**src/rtl/pipe_hazard_ctrl_pkg.sv**
```systemverilog
// Shared types and constants for the hazard/pipeline-control unit.
// Holds the FSM state encoding, the forwarding select codes and a register compare helper.
package pipe_hazard_ctrl_pkg;

    typedef enum logic [1:0] {
        ST_RUN   = 2'd0,
        ST_DRAIN = 2'd1,
        ST_HALT  = 2'd2
    } state_t;

    localparam logic [1:0] FWD_RF  = 2'b00;
    localparam logic [1:0] FWD_MEM = 2'b01;
    localparam logic [1:0] FWD_WB  = 2'b10;

    // x0 is hard-wired zero, so a write to it never creates a dependency.
    function automatic logic reg_match(input logic [4:0] rd, input logic [4:0] rs);
        return (rd != 5'd0) && (rd == rs);
    endfunction

endpackage

```
**src/rtl/pipe_hazard_ctrl_if.sv**
```systemverilog
// Bundle of pipeline-register taps into the hazard unit and the control outputs it returns.
// The master side is the datapath; the slave side is the hazard unit.
interface pipe_hazard_ctrl_if #(
    parameter int CNT_W = 32
);
    logic [4:0]       id_rs1;
    logic [4:0]       id_rs2;
    logic             id_rs1_used;
    logic             id_rs2_used;
    logic             id_halt;
    logic [4:0]       ex_rs1;
    logic [4:0]       ex_rs2;
    logic [4:0]       ex_rd;
    logic             ex_memread;
    logic [4:0]       mem_rd;
    logic             mem_regwrite;
    logic             mem_redirect;
    logic [4:0]       wb_rd;
    logic             wb_regwrite;

    logic             pc_hold;
    logic             stall_if_id;
    logic             stall_id_ex;
    logic             flush_if_id;
    logic             flush_id_ex;
    logic [1:0]       fwd_a;
    logic [1:0]       fwd_b;
    logic             halted;
    logic [CNT_W-1:0] cnt_cycle;
    logic [CNT_W-1:0] cnt_stall;
    logic [CNT_W-1:0] cnt_flush;

    modport master (
        output id_rs1, id_rs2, id_rs1_used, id_rs2_used, id_halt,
               ex_rs1, ex_rs2, ex_rd, ex_memread,
               mem_rd, mem_regwrite, mem_redirect, wb_rd, wb_regwrite,
        input  pc_hold, stall_if_id, stall_id_ex, flush_if_id, flush_id_ex,
               fwd_a, fwd_b, halted, cnt_cycle, cnt_stall, cnt_flush
    );

    modport slave (
        input  id_rs1, id_rs2, id_rs1_used, id_rs2_used, id_halt,
               ex_rs1, ex_rs2, ex_rd, ex_memread,
               mem_rd, mem_regwrite, mem_redirect, wb_rd, wb_regwrite,
        output pc_hold, stall_if_id, stall_id_ex, flush_if_id, flush_id_ex,
               fwd_a, fwd_b, halted, cnt_cycle, cnt_stall, cnt_flush
    );

endinterface

```
**src/rtl/pipe_hazard_ctrl_fwd_sel.sv**
```systemverilog
// Forwarding select for one EX operand; the younger EX/MEM result beats MEM/WB.
module fwd_sel
    import pipe_hazard_ctrl_pkg::*;
(
    input  logic [4:0] i_rs,
    input  logic [4:0] i_memRd,
    input  logic       i_memRegWrite,
    input  logic [4:0] i_wbRd,
    input  logic       i_wbRegWrite,
    output logic [1:0] o_sel
);

    always_comb begin
        o_sel = FWD_RF;
        if (i_memRegWrite && reg_match(i_memRd, i_rs)) begin
            o_sel = FWD_MEM;
        end else if (i_wbRegWrite && reg_match(i_wbRd, i_rs)) begin
            o_sel = FWD_WB;
        end
    end

endmodule

```
**src/rtl/pipe_hazard_ctrl.sv**
```systemverilog
// Hazard and pipeline-control unit: load-use stall, redirect flush, forwarding,
// ecall/ebreak halt drain and performance counters for the five-stage core.
module pipe_hazard_ctrl
    import pipe_hazard_ctrl_pkg::*;
#(
    parameter int DRAIN_CYCLES = 3,
    parameter int CNT_W        = 32
) (
    input  logic             clk,
    input  logic             rst_n,
    pipe_hazard_ctrl_if.slave bus
);

    localparam int DCW = (DRAIN_CYCLES < 2) ? 1 : $clog2(DRAIN_CYCLES + 1);

    state_t           r_state;
    state_t           w_nextState;
    logic [DCW-1:0]   r_drainCnt;
    logic [DCW-1:0]   w_nextDrainCnt;
    logic [CNT_W-1:0] r_cntCycle;
    logic [CNT_W-1:0] r_cntStall;
    logic [CNT_W-1:0] r_cntFlush;

    logic       w_loadUse;
    logic       w_luStall;
    logic       w_redirectFlush;
    logic       w_pcHold;
    logic       w_stallIfId;
    logic       w_stallIdEx;
    logic       w_flushIfId;
    logic       w_flushIdEx;
    logic [1:0] w_fwdA;
    logic [1:0] w_fwdB;

    assign w_loadUse = bus.ex_memread && (bus.ex_rd != 5'd0) &&
                       ((bus.id_rs1_used && (bus.id_rs1 == bus.ex_rd)) ||
                        (bus.id_rs2_used && (bus.id_rs2 == bus.ex_rd)));

    assign w_luStall       = (r_state == ST_RUN) && w_loadUse && !bus.mem_redirect;
    assign w_redirectFlush = (r_state != ST_HALT) && bus.mem_redirect;

    always_ff @(posedge clk or negedge rst_n) begin
        if (!rst_n) begin
            r_state    <= ST_RUN;
            r_drainCnt <= '0;
        end else begin
            r_state    <= w_nextState;
            r_drainCnt <= w_nextDrainCnt;
        end
    end

    // The transition to HALT happens as the count steps off 1, so exactly
    // DRAIN_CYCLES drain cycles are spent before halted rises.
    always_comb begin
        w_nextState    = r_state;
        w_nextDrainCnt = r_drainCnt;
        case (r_state)
            ST_RUN: begin
                if (!bus.mem_redirect && !w_loadUse && bus.id_halt) begin
                    w_nextState    = ST_DRAIN;
                    w_nextDrainCnt = DCW'(DRAIN_CYCLES);
                end
            end
            ST_DRAIN: begin
                if (bus.mem_redirect) begin
                    w_nextState    = ST_RUN;
                    w_nextDrainCnt = '0;
                end else if (r_drainCnt <= DCW'(1)) begin
                    w_nextState    = ST_HALT;
                    w_nextDrainCnt = '0;
                end else begin
                    w_nextDrainCnt = r_drainCnt - 1'b1;
                end
            end
            ST_HALT: w_nextState = ST_HALT;
            default: begin
                w_nextState    = ST_RUN;
                w_nextDrainCnt = '0;
            end
        endcase
    end

    always_comb begin
        w_pcHold    = 1'b0;
        w_stallIfId = 1'b0;
        w_stallIdEx = 1'b0;
        w_flushIfId = 1'b0;
        w_flushIdEx = 1'b0;
        if (rst_n) begin
            case (r_state)
                ST_RUN: begin
                    if (bus.mem_redirect) begin
                        w_flushIfId = 1'b1;
                        w_flushIdEx = 1'b1;
                    end else if (w_loadUse) begin
                        w_pcHold    = 1'b1;
                        w_stallIfId = 1'b1;
                        w_stallIdEx = 1'b1;
                    end
                end
                ST_DRAIN: begin
                    w_pcHold    = 1'b1;
                    w_flushIfId = 1'b1;
                    w_flushIdEx = bus.mem_redirect;
                end
                ST_HALT: begin
                    w_pcHold    = 1'b1;
                    w_flushIfId = 1'b1;
                    w_flushIdEx = 1'b1;
                end
                default: ;
            endcase
        end
    end

    fwd_sel u_fwdA (
        .i_rs          (bus.ex_rs1),
        .i_memRd       (bus.mem_rd),
        .i_memRegWrite (bus.mem_regwrite),
        .i_wbRd        (bus.wb_rd),
        .i_wbRegWrite  (bus.wb_regwrite),
        .o_sel         (w_fwdA)
    );

    fwd_sel u_fwdB (
        .i_rs          (bus.ex_rs2),
        .i_memRd       (bus.mem_rd),
        .i_memRegWrite (bus.mem_regwrite),
        .i_wbRd        (bus.wb_rd),
        .i_wbRegWrite  (bus.wb_regwrite),
        .o_sel         (w_fwdB)
    );

    always_ff @(posedge clk or negedge rst_n) begin
        if (!rst_n) begin
            r_cntCycle <= '0;
            r_cntStall <= '0;
            r_cntFlush <= '0;
        end else begin
            if (r_state != ST_HALT) r_cntCycle <= r_cntCycle + 1'b1;
            if (w_luStall)          r_cntStall <= r_cntStall + 1'b1;
            if (w_redirectFlush)    r_cntFlush <= r_cntFlush + 1'b1;
        end
    end

    // Combinational controls are forced low during reset so nothing leaks out.
    assign bus.pc_hold     = w_pcHold;
    assign bus.stall_if_id = w_stallIfId;
    assign bus.stall_id_ex = w_stallIdEx;
    assign bus.flush_if_id = w_flushIfId;
    assign bus.flush_id_ex = w_flushIdEx;
    assign bus.fwd_a       = rst_n ? w_fwdA : FWD_RF;
    assign bus.fwd_b       = rst_n ? w_fwdB : FWD_RF;
    assign bus.halted      = (r_state == ST_HALT);
    assign bus.cnt_cycle   = r_cntCycle;
    assign bus.cnt_stall   = r_cntStall;
    assign bus.cnt_flush   = r_cntFlush;

endmodule

```
**src/flat_wrapper.sv**
```systemverilog
// flat-port wrapper written by rule: the top's interface ports become plain ports
module pipe_hazard_ctrl_flat import pipe_hazard_ctrl_pkg::*;
#(
    parameter int DRAIN_CYCLES = 3,
    parameter int CNT_W        = 32
)
  (clk, rst_n, bus_id_rs1, bus_id_rs2, bus_id_rs1_used, bus_id_rs2_used, bus_id_halt, bus_ex_rs1, bus_ex_rs2, bus_ex_rd, bus_ex_memread, bus_mem_rd, bus_mem_regwrite, bus_mem_redirect, bus_wb_rd, bus_wb_regwrite, bus_pc_hold, bus_stall_if_id, bus_stall_id_ex, bus_flush_if_id, bus_flush_id_ex, bus_fwd_a, bus_fwd_b, bus_halted, bus_cnt_cycle, bus_cnt_stall, bus_cnt_flush);
  pipe_hazard_ctrl_if #(.CNT_W(CNT_W)) bus_i ();
  input  logic clk;
  input  logic rst_n;
  input wire logic [$bits(bus_i.id_rs1)-1:0] bus_id_rs1;
  input wire logic [$bits(bus_i.id_rs2)-1:0] bus_id_rs2;
  input wire logic [$bits(bus_i.id_rs1_used)-1:0] bus_id_rs1_used;
  input wire logic [$bits(bus_i.id_rs2_used)-1:0] bus_id_rs2_used;
  input wire logic [$bits(bus_i.id_halt)-1:0] bus_id_halt;
  input wire logic [$bits(bus_i.ex_rs1)-1:0] bus_ex_rs1;
  input wire logic [$bits(bus_i.ex_rs2)-1:0] bus_ex_rs2;
  input wire logic [$bits(bus_i.ex_rd)-1:0] bus_ex_rd;
  input wire logic [$bits(bus_i.ex_memread)-1:0] bus_ex_memread;
  input wire logic [$bits(bus_i.mem_rd)-1:0] bus_mem_rd;
  input wire logic [$bits(bus_i.mem_regwrite)-1:0] bus_mem_regwrite;
  input wire logic [$bits(bus_i.mem_redirect)-1:0] bus_mem_redirect;
  input wire logic [$bits(bus_i.wb_rd)-1:0] bus_wb_rd;
  input wire logic [$bits(bus_i.wb_regwrite)-1:0] bus_wb_regwrite;
  output wire logic [$bits(bus_i.pc_hold)-1:0] bus_pc_hold;
  output wire logic [$bits(bus_i.stall_if_id)-1:0] bus_stall_if_id;
  output wire logic [$bits(bus_i.stall_id_ex)-1:0] bus_stall_id_ex;
  output wire logic [$bits(bus_i.flush_if_id)-1:0] bus_flush_if_id;
  output wire logic [$bits(bus_i.flush_id_ex)-1:0] bus_flush_id_ex;
  output wire logic [$bits(bus_i.fwd_a)-1:0] bus_fwd_a;
  output wire logic [$bits(bus_i.fwd_b)-1:0] bus_fwd_b;
  output wire logic [$bits(bus_i.halted)-1:0] bus_halted;
  output wire logic [$bits(bus_i.cnt_cycle)-1:0] bus_cnt_cycle;
  output wire logic [$bits(bus_i.cnt_stall)-1:0] bus_cnt_stall;
  output wire logic [$bits(bus_i.cnt_flush)-1:0] bus_cnt_flush;
  assign bus_i.id_rs1 = bus_id_rs1;
  assign bus_i.id_rs2 = bus_id_rs2;
  assign bus_i.id_rs1_used = bus_id_rs1_used;
  assign bus_i.id_rs2_used = bus_id_rs2_used;
  assign bus_i.id_halt = bus_id_halt;
  assign bus_i.ex_rs1 = bus_ex_rs1;
  assign bus_i.ex_rs2 = bus_ex_rs2;
  assign bus_i.ex_rd = bus_ex_rd;
  assign bus_i.ex_memread = bus_ex_memread;
  assign bus_i.mem_rd = bus_mem_rd;
  assign bus_i.mem_regwrite = bus_mem_regwrite;
  assign bus_i.mem_redirect = bus_mem_redirect;
  assign bus_i.wb_rd = bus_wb_rd;
  assign bus_i.wb_regwrite = bus_wb_regwrite;
  assign bus_pc_hold = bus_i.pc_hold;
  assign bus_stall_if_id = bus_i.stall_if_id;
  assign bus_stall_id_ex = bus_i.stall_id_ex;
  assign bus_flush_if_id = bus_i.flush_if_id;
  assign bus_flush_id_ex = bus_i.flush_id_ex;
  assign bus_fwd_a = bus_i.fwd_a;
  assign bus_fwd_b = bus_i.fwd_b;
  assign bus_halted = bus_i.halted;
  assign bus_cnt_cycle = bus_i.cnt_cycle;
  assign bus_cnt_stall = bus_i.cnt_stall;
  assign bus_cnt_flush = bus_i.cnt_flush;
  pipe_hazard_ctrl #(.DRAIN_CYCLES(DRAIN_CYCLES), .CNT_W(CNT_W)) u_core (.clk(clk), .rst_n(rst_n), .bus(bus_i));
endmodule
```
**config.mk**
```make
export PLATFORM = sky130hd
export DESIGN_NAME = pipe_hazard_ctrl_flat
export DESIGN_NICKNAME = d
export VERILOG_FILES = /design/src/rtl/pipe_hazard_ctrl_pkg.sv /design/src/rtl/pipe_hazard_ctrl_if.sv /design/src/rtl/pipe_hazard_ctrl_fwd_sel.sv /design/src/rtl/pipe_hazard_ctrl.sv /design/src/flat_wrapper.sv
export SDC_FILE = /design/constraint.sdc
export NUM_CORES = 1
export LEC_CHECK = 0
export CAP_MARGIN = 0
export CORE_MARGIN = 10
export CORE_UTILIZATION = 35
export CTS_CLUSTER_SIZE = 12
export DETAILED_ROUTE_END_ITERATION = 8
export HOLD_SLACK_MARGIN = 0.08
export SLEW_MARGIN = 15
export SYNTH_ARGS = -nofsm -noshare
export SYNTH_HDL_FRONTEND = slang
export SYNTH_SLANG_ARGS = --single-unit
```
**constraint.sdc**
```tcl
create_clock -name clk -period 5.4 [get_ports clk]
set_clock_uncertainty 0.15 [all_clocks]
set_input_delay 1.35 -clock clk [delete_from_list [all_inputs] [get_ports clk]]
set_output_delay 1.35 -clock clk [all_outputs]
set_load 0.05 [all_outputs]
```
==> flow_summary.json, run 1 <==
{
  "required_ps": 3900,
  "cpMaxStageDelayCell": "clkdlybuf4s50_1",
  "rsz0062_at_grt": "no",
  "grt_overflow": 0,
  "power_density_mw_per_mm2": 211,
  "worst_pin_slew_ps": 793,
  "vdd_drop_max_mv": 0.129,
  "place_ws_ps": 323,
  "syn2layout_area_growth_pct": 39.6,
  "start_util_pct": 35.4,
  "critPathCaptureType": "output pin",
  "fin_ws_ps": 339,
  "row_count": 44,
  "port-buffer-count": 149,
  "ys_types": 40,
  "core_mm2": 0.0144,
  "grt_antenna_before_repair": 0,
  "synth_seq_cells": 100,
  "crit_cells": 6,
  "drt_first_pass_iters": 4,
  "netlist_area_mm2": 0.00510,
  "tritoncts": "done",
  "cp_max_fo": 3,
  "clk_pin_slew_ps": 60,
  "synthFlopType": "dfrtp_1",
  "grt_max_degree": 55,
  "postCtsHoldBufs": 0,
  "synth_edf_count": 0,
  "arrival_ps": 3560,
  "setup_tns_ps": 0,
  "period_minus_slack_ps": 5060,
  "r2r_setup_slack_ps": 3000,
  "drt-initial-drc-count": 187,
  "grt_pass1_vias": 4239,
  "vias": 4065,
  "fill_cells": 1321,
  "power_mw": 1.50,
  "r2r_cells": 7,
  "clockRootBuffer": "clkbuf_16",
  "layoutNonFillerInstCount": 822,
  "antenna_left": 0,
  "cts_max_level": 3,
  "finalWirelength_um": 13200,
  "async_reset_ff_share_pct": 100,
  "drive_above_1_share_pct": 6.11,
  "clock-sinks": 100,
  "ctsLongestPathBuffers": 2,
  "dp_hpwl_um": 10200,
  "cpLargestDelayFamily": "buffers and inverters",
  "final-max-slew-violation-count": 0,
  "track_usage_pct": 13.3,
  "outcome": "finished clean",
  "synthCells": 482,
  "slew_headroom_pct": 47.2,
  "avgSynthCellArea_um2": 10.6,
  "max_freq_mhz": 198,
  "synthesis.nets": 533,
  "layout.area.seq_mm2": 0.00250,
  "pin_count": 150,
  "drc": 0,
  "ys_warn_count": 0,
  "multi_input_area_mm2": 0.00249,
  "avgViaCountPerCell": 4.95,
  "dieArea_mm2": 0.0198,
  "fp.dieH_um": 141,
  "hold_violations": 0,
  "crit_chain": "clkdlybuf4s50_1, or4_1, o21ai_0, nor4_1, and2_1, clkdlybuf4s50_1",
  "diodes": 0,
  "critPathMaxStageDelay_ps": 700,
  "worstSetupPathType": "in -> out",
  "hp-class": "reg -> reg",
  "clkLatencyLatePin_ps": 350,
  "dp_cells": 806,
  "wl_per_cell_um": 16.1,
  "fin_crit_sh_pct": 93.7,
  "gp_congestion": 0.877,
  "startpoint_type": "input port",
  "grt_first_pass_wirelength_um": 22000,
  "cts_buffers": 9,
  "finalSetupViolCount": 0,
  "yosysSeqAreaShare_pct": 49.0,
  "crit_top_cell": "clkdlybuf4s50_1",
  "fp.dieW_um": 141,
  "p_leak_nw": 3.06,
  "nets": 684,
  "post_cts_buffers": 0,
  "cts_resized": 0,
  "path_buf_inv": 2,
  "maxCapViolCount": 0,
  "hold_path_depth": 1
}
[cell usage in the layout (no fill, tap or decap), types with 2 or more instances in the layout]
master and n:
nand3_1 32, xor2_1 40, nor3_2 5, a21oi_1 5
xnor2_1 83, ha_1 7, mux2i_1 2, nor4_1 5
clkdlybuf4s50_1 143, nor2_1 30, mux2_2 2, nand2_1 35
and2_1 7, buf_4 4, o21ai_0 6, nand4b_1 2
dfrtp_1 100, nand2b_1 2, nand4_1 38, inv_1 14
or4_1 3, and4_1 6, and2_4 2, clkbuf_16 9
and3_1 17, buf_12 4, nand3b_1 2, nor2b_1 2
nor3_1 12
[worst paths after layout]
kind / startpoint / endpoint
setup / recovery: bus_mem_rd[0] / bus_fwd_a[0]
hold / removal: u_core.bus.cnt_flush[31] / u_core.bus.cnt_flush[31]
setup reg to reg: u_core.r_state[0] / u_core.bus.cnt_flush[14]
hold reg to reg: u_core.bus.cnt_flush[31] / u_core.bus.cnt_flush[31]
max in group asynchronous: rst_n / u_core.bus.cnt_cycle[20]
min in group asynchronous: rst_n / u_core.bus.cnt_flush[12]
[logic make-up (layout without fill, tap and decap cells)]
logic type / after synthesis / in the layout / synth area share (%)
xor+xnor: 123 / 123 / 21.1
simple gates: 206 / 206 / 22.6
flops: 100 / 100 / 49.0
fa+ha+maj: 7 / 7 / 1.72
buf+inv: 25 / 181 / 2.35
compound gates: 16 / 16 / 2.06
mux: 5 / 5 / 1.13
[registers in the layout, summed over array words and instances, names as in the netlist]
signal	cells
u_core.r_state	2
u_core.bus.cnt_cycle	32
u_core.bus.cnt_flush	32
u_core.r_drainCnt	2
u_core.bus.cnt_stall	32
[power by group]
part,switching (mW),internal [mW],total [mW]
Clock,0.282,0.374,0.656
Sequential,0.000541,0.749,0.750
Combinational,0.0497,0.0481,0.0978
[metrics by stage]
step,utilization [%],cell area (um^2),hold WS [ps]
floorplan,-,5100,318
global route,49.4,7120,347
finish,49.4,7120,320
detailed placement,47.2,6810,317
CTS,49.3,7120,331
global placement,47.2,6810,308
[Yosys cell counts, drive strengths merged, types with 3 or more instances]
library cell,number,share of area (%)
ha,7,1.7
inv,14,1.0
xnor2,83,14
a21oi,5,0.49
o21ai,6,0.59
and2,9,1.2
nor4,5,0.61
nor2,30,2.2
and3,17,2.1
mux2,3,0.74
nand4,39,4.9
and4,6,1.0
nand2,35,2.6
xor2,40,6.9
nand3,33,3.3
or4,3,0.44
nand3b,3,0.69
nor3,17,2.2
dfrtp,100,49
buf,9,1.2
[final cells by class]
cell class,instances,share of cell area (%)
clock buffer,11,3.41
clock inverter,5,0.843
inverter,14,0.738
multi-input combinational,357,35.0
sequential,100,35.1
tap,184,3.23
timing repair buffer,151,21.6
[per-layer routing]
metal	GRT usage, %	up-vias	part of all wire (%)	routed length, um
li1	-	1963	-	-
met1	16.3	1990	44	5800
met2	21.7	102	48	6400
met3	4.40	10	6.8	895
met4	4.24	0	1.0	138
met5	0	-	0	0
No activity file was read; power rests on OpenSTA's default activity.
==> run 2: changes to the inputs <==
--- a/config.mk
+++ b/config.mk
@@ -5,6 +5,7 @@
 export SDC_FILE = /design/constraint.sdc
 export NUM_CORES = 1
 export LEC_CHECK = 0
+export ABC_AREA = 1
 export CAP_MARGIN = 0
 export CORE_MARGIN = 10
 export CORE_UTILIZATION = 35
==> flow_summary.json, run 2 <==
{
  "outcome": "finished clean",
  "port-buffer-count": 149,
  "multi_input_area_mm2": 0.00333,
  "max_freq_mhz": 200,
  "post_cts_buffers": 0,
  "r2r-start": "u_core.r_state[0]",
  "dp_hpwl_um": 14200,
  "cpMaxStageDelayCell": "clkdlybuf4s50_1",
  "slew_headroom_pct": 49.7,
  "clock-sinks": 100,
  "vdd_drop_max_mv": 0.144,
  "final_cell_mix": "nand2_1, clkdlybuf4s50_1, inv_1, dfrtp_1, nor2_1",
  "ys_types": 35,
  "netlist_area_mm2": 0.00627,
  "cts_max_level": 3,
  "r2r-end": "u_core.bus.cnt_flush[25]",
  "grt_pass1_vias": 5597,
  "yosysTopAreaCellShare_pct": 39.9,
  "row_count": 48,
  "cts_resized": 0,
  "rsz0062_at_grt": "no",
  "synth_common_cells": "nand2_1, inv_1, dfrtp_1",
  "tritoncts": "done",
  "synth_edf_count": 0,
  "crit_path_end": "bus_fwd_a[1]",
  "required_ps": 3900,
  "grt_antenna_before_repair": 0,
  "crit_chain": "clkdlybuf4s50_1, inv_1, nand3_1, nor3_1, nor2_1, nand2_1, nor4b_1, clkdlybuf4s50_1",
  "synth_area_leaders": "dfrtp_1, nand2_1, xor2_1",
  "synth.most_common_cell": "nand2_1",
  "synth_top_area_cell": "dfrtp_1",
  "pin_count": 150,
  "crit_start": "bus_mem_rd[1]",
  "final-max-slew-violation-count": 0,
  "vias": 5693,
  "crit_top_cell": "clkdlybuf4s50_1",
  "worstSetupPathType": "in -> out",
  "wl_per_cell_um": 14.4,
  "critPathMaxStageDelay_ps": 890,
  "final_common_cell": "nand2_1",
  "layout.area.seq_mm2": 0.00250,
  "grt_first_pass_wirelength_um": 29500,
  "avgViaCountPerCell": 4.61,
  "fill_cells": 1770,
  "startpoint_type": "input port",
  "nets": 1056,
  "start_util_pct": 36.0,
  "postCtsHoldBufs": 0,
  "fp.dieW_um": 154,
  "synthFlopType": "dfrtp_1",
  "hp-class": "reg -> reg",
  "syn2layout_area_growth_pct": 33.1,
  "dpl_cell_area_mm2": 0.00805,
  "setup_tns_ps": 0,
  "r2r_setup_slack_ps": 3000,
  "gp_congestion": 0.832,
  "maxCapViolCount": 0,
  "diodes": 0,
  "fin_area_mm2": 0.00834,
  "drt-initial-drc-count": 212,
  "cts_buffers": 9,
  "track_usage_pct": 15.1,
  "cp_max_fo": 4,
  "dieArea_mm2": 0.0237,
  "yosysSeqAreaShare_pct": 39.9,
  "period_minus_slack_ps": 4990,
  "hold_violations": 0,
  "synthesis.nets": 902,
  "r2r_cells": 12,
  "antenna_left": 0,
  "p_leak_nw": 3.81,
  "core_mm2": 0.0174,
  "power_mw": 1.50,
  "power_density_mw_per_mm2": 180,
  "finalWirelength_um": 17800,
  "drc": 0,
  "drive_above_1_share_pct": 5.25,
  "synth_seq_cells": 100,
  "grt_max_degree": 59,
  "worst_pin_slew_ps": 754,
  "clk_pin_slew_ps": 70,
  "critPathCaptureType": "output pin",
  "arrival_ps": 3490,
  "async_reset_ff_share_pct": 100,
  "ctsLongestPathBuffers": 2,
  "fp.dieH_um": 154,
  "ys_warn_count": 0,
  "synthCells": 851,
  "grt_overflow": 0,
  "finalSetupViolCount": 0,
  "avgSynthCellArea_um2": 7.36,
  "clkLatencyLatePin_ps": 350,
  "fin_crit_sh_pct": 92.4,
  "clockRootBuffer": "clkbuf_16",
  "drt_first_pass_iters": 4,
  "timing.hold.ws_ps": 342
}
run 2: cell count changes in the layout (fill, tap and decap cells not counted), sizes merged, moves of 16 or more:
cell / previous run / this run
nor3: 17 / 41
nand4: 39 / 12
xor2: 40 / 59
nor2: 30 / 102
xnor2: 83 / 40
and3: 17 / 0
inv: 15 / 104
o21ai: 6 / 22
nand2: 35 / 286
run 2: worst max-delay path, delay by kind of cell:
kind,cells,cell delay [ps]
AND/OR/NAND/NOR,5,680
buffers and inverters,3,1460
run 2: layout make-up:
cell class	count	share of cell area, %
clock inverters	5	0.720
flip-flops and latches	100	30.0
well taps	225	3.38
clock buffers	11	2.79
repair buffers	152	18.5
inverters	104	4.70
multi-input cells	638	39.9
run 2: where the power goes:
part	switching [mW]	internal, mW
combinational	0.0513	0.0459
sequential	0	0.748
clock	0.291	0.362
total	0.342	1.16
run 2: through the flow:
| stage | util [%] | setup slack (ps) | instances |
|---|---|---|---|
| 3_5_place_dp | 46.2 | 398 | 1219 |
| 3_3_place_gp | 46.2 | 449 | 1219 |
| 6_report | 47.9 | 410 | 1235 |
| 4_1_cts | 47.9 | 395 | 1235 |
| 5_1_grt | 47.9 | 293 | 1235 |
| 2_1_floorplan | - | 505 | 851 |
run 2: cell families after synthesis:
logic type               after synthesis  synth area share [%]
AO/OA/AOI/OAI                         35                  3.19
XOR/XNOR                              99                  13.8
adder cells (fa/ha/maj)                7                  1.40
buffers and inverters                113                  6.91
flip-flops                           100                  39.9
AND/OR/NAND/NOR                      497                  34.7
run 2: how the worst min path moves through the flow:
stage                                           to  cells after the start                startpoint  slack [ps]
final                         u_core.r_drainCnt[1]                      2      u_core.r_drainCnt[1]         340
after global routing      u_core.bus.cnt_flush[14]                      1  u_core.bus.cnt_flush[14]         370
after CTS                     u_core.r_drainCnt[1]                      2      u_core.r_drainCnt[1]         350
after detailed placement      u_core.r_drainCnt[1]                      2      u_core.r_drainCnt[1]         330
after global placement        u_core.r_drainCnt[1]                      2      u_core.r_drainCnt[1]         330
after floorplan               u_core.r_drainCnt[1]                      2      u_core.r_drainCnt[1]         290
run 2: layer usage:
metal	vias up	global-route usage [%]	wire length, um
li1	2960	-	-
met1	2617	18.8	7880
met2	99	24.9	8610
met3	17	4.55	1030
met4	0	3.87	228
met5	-	0	0
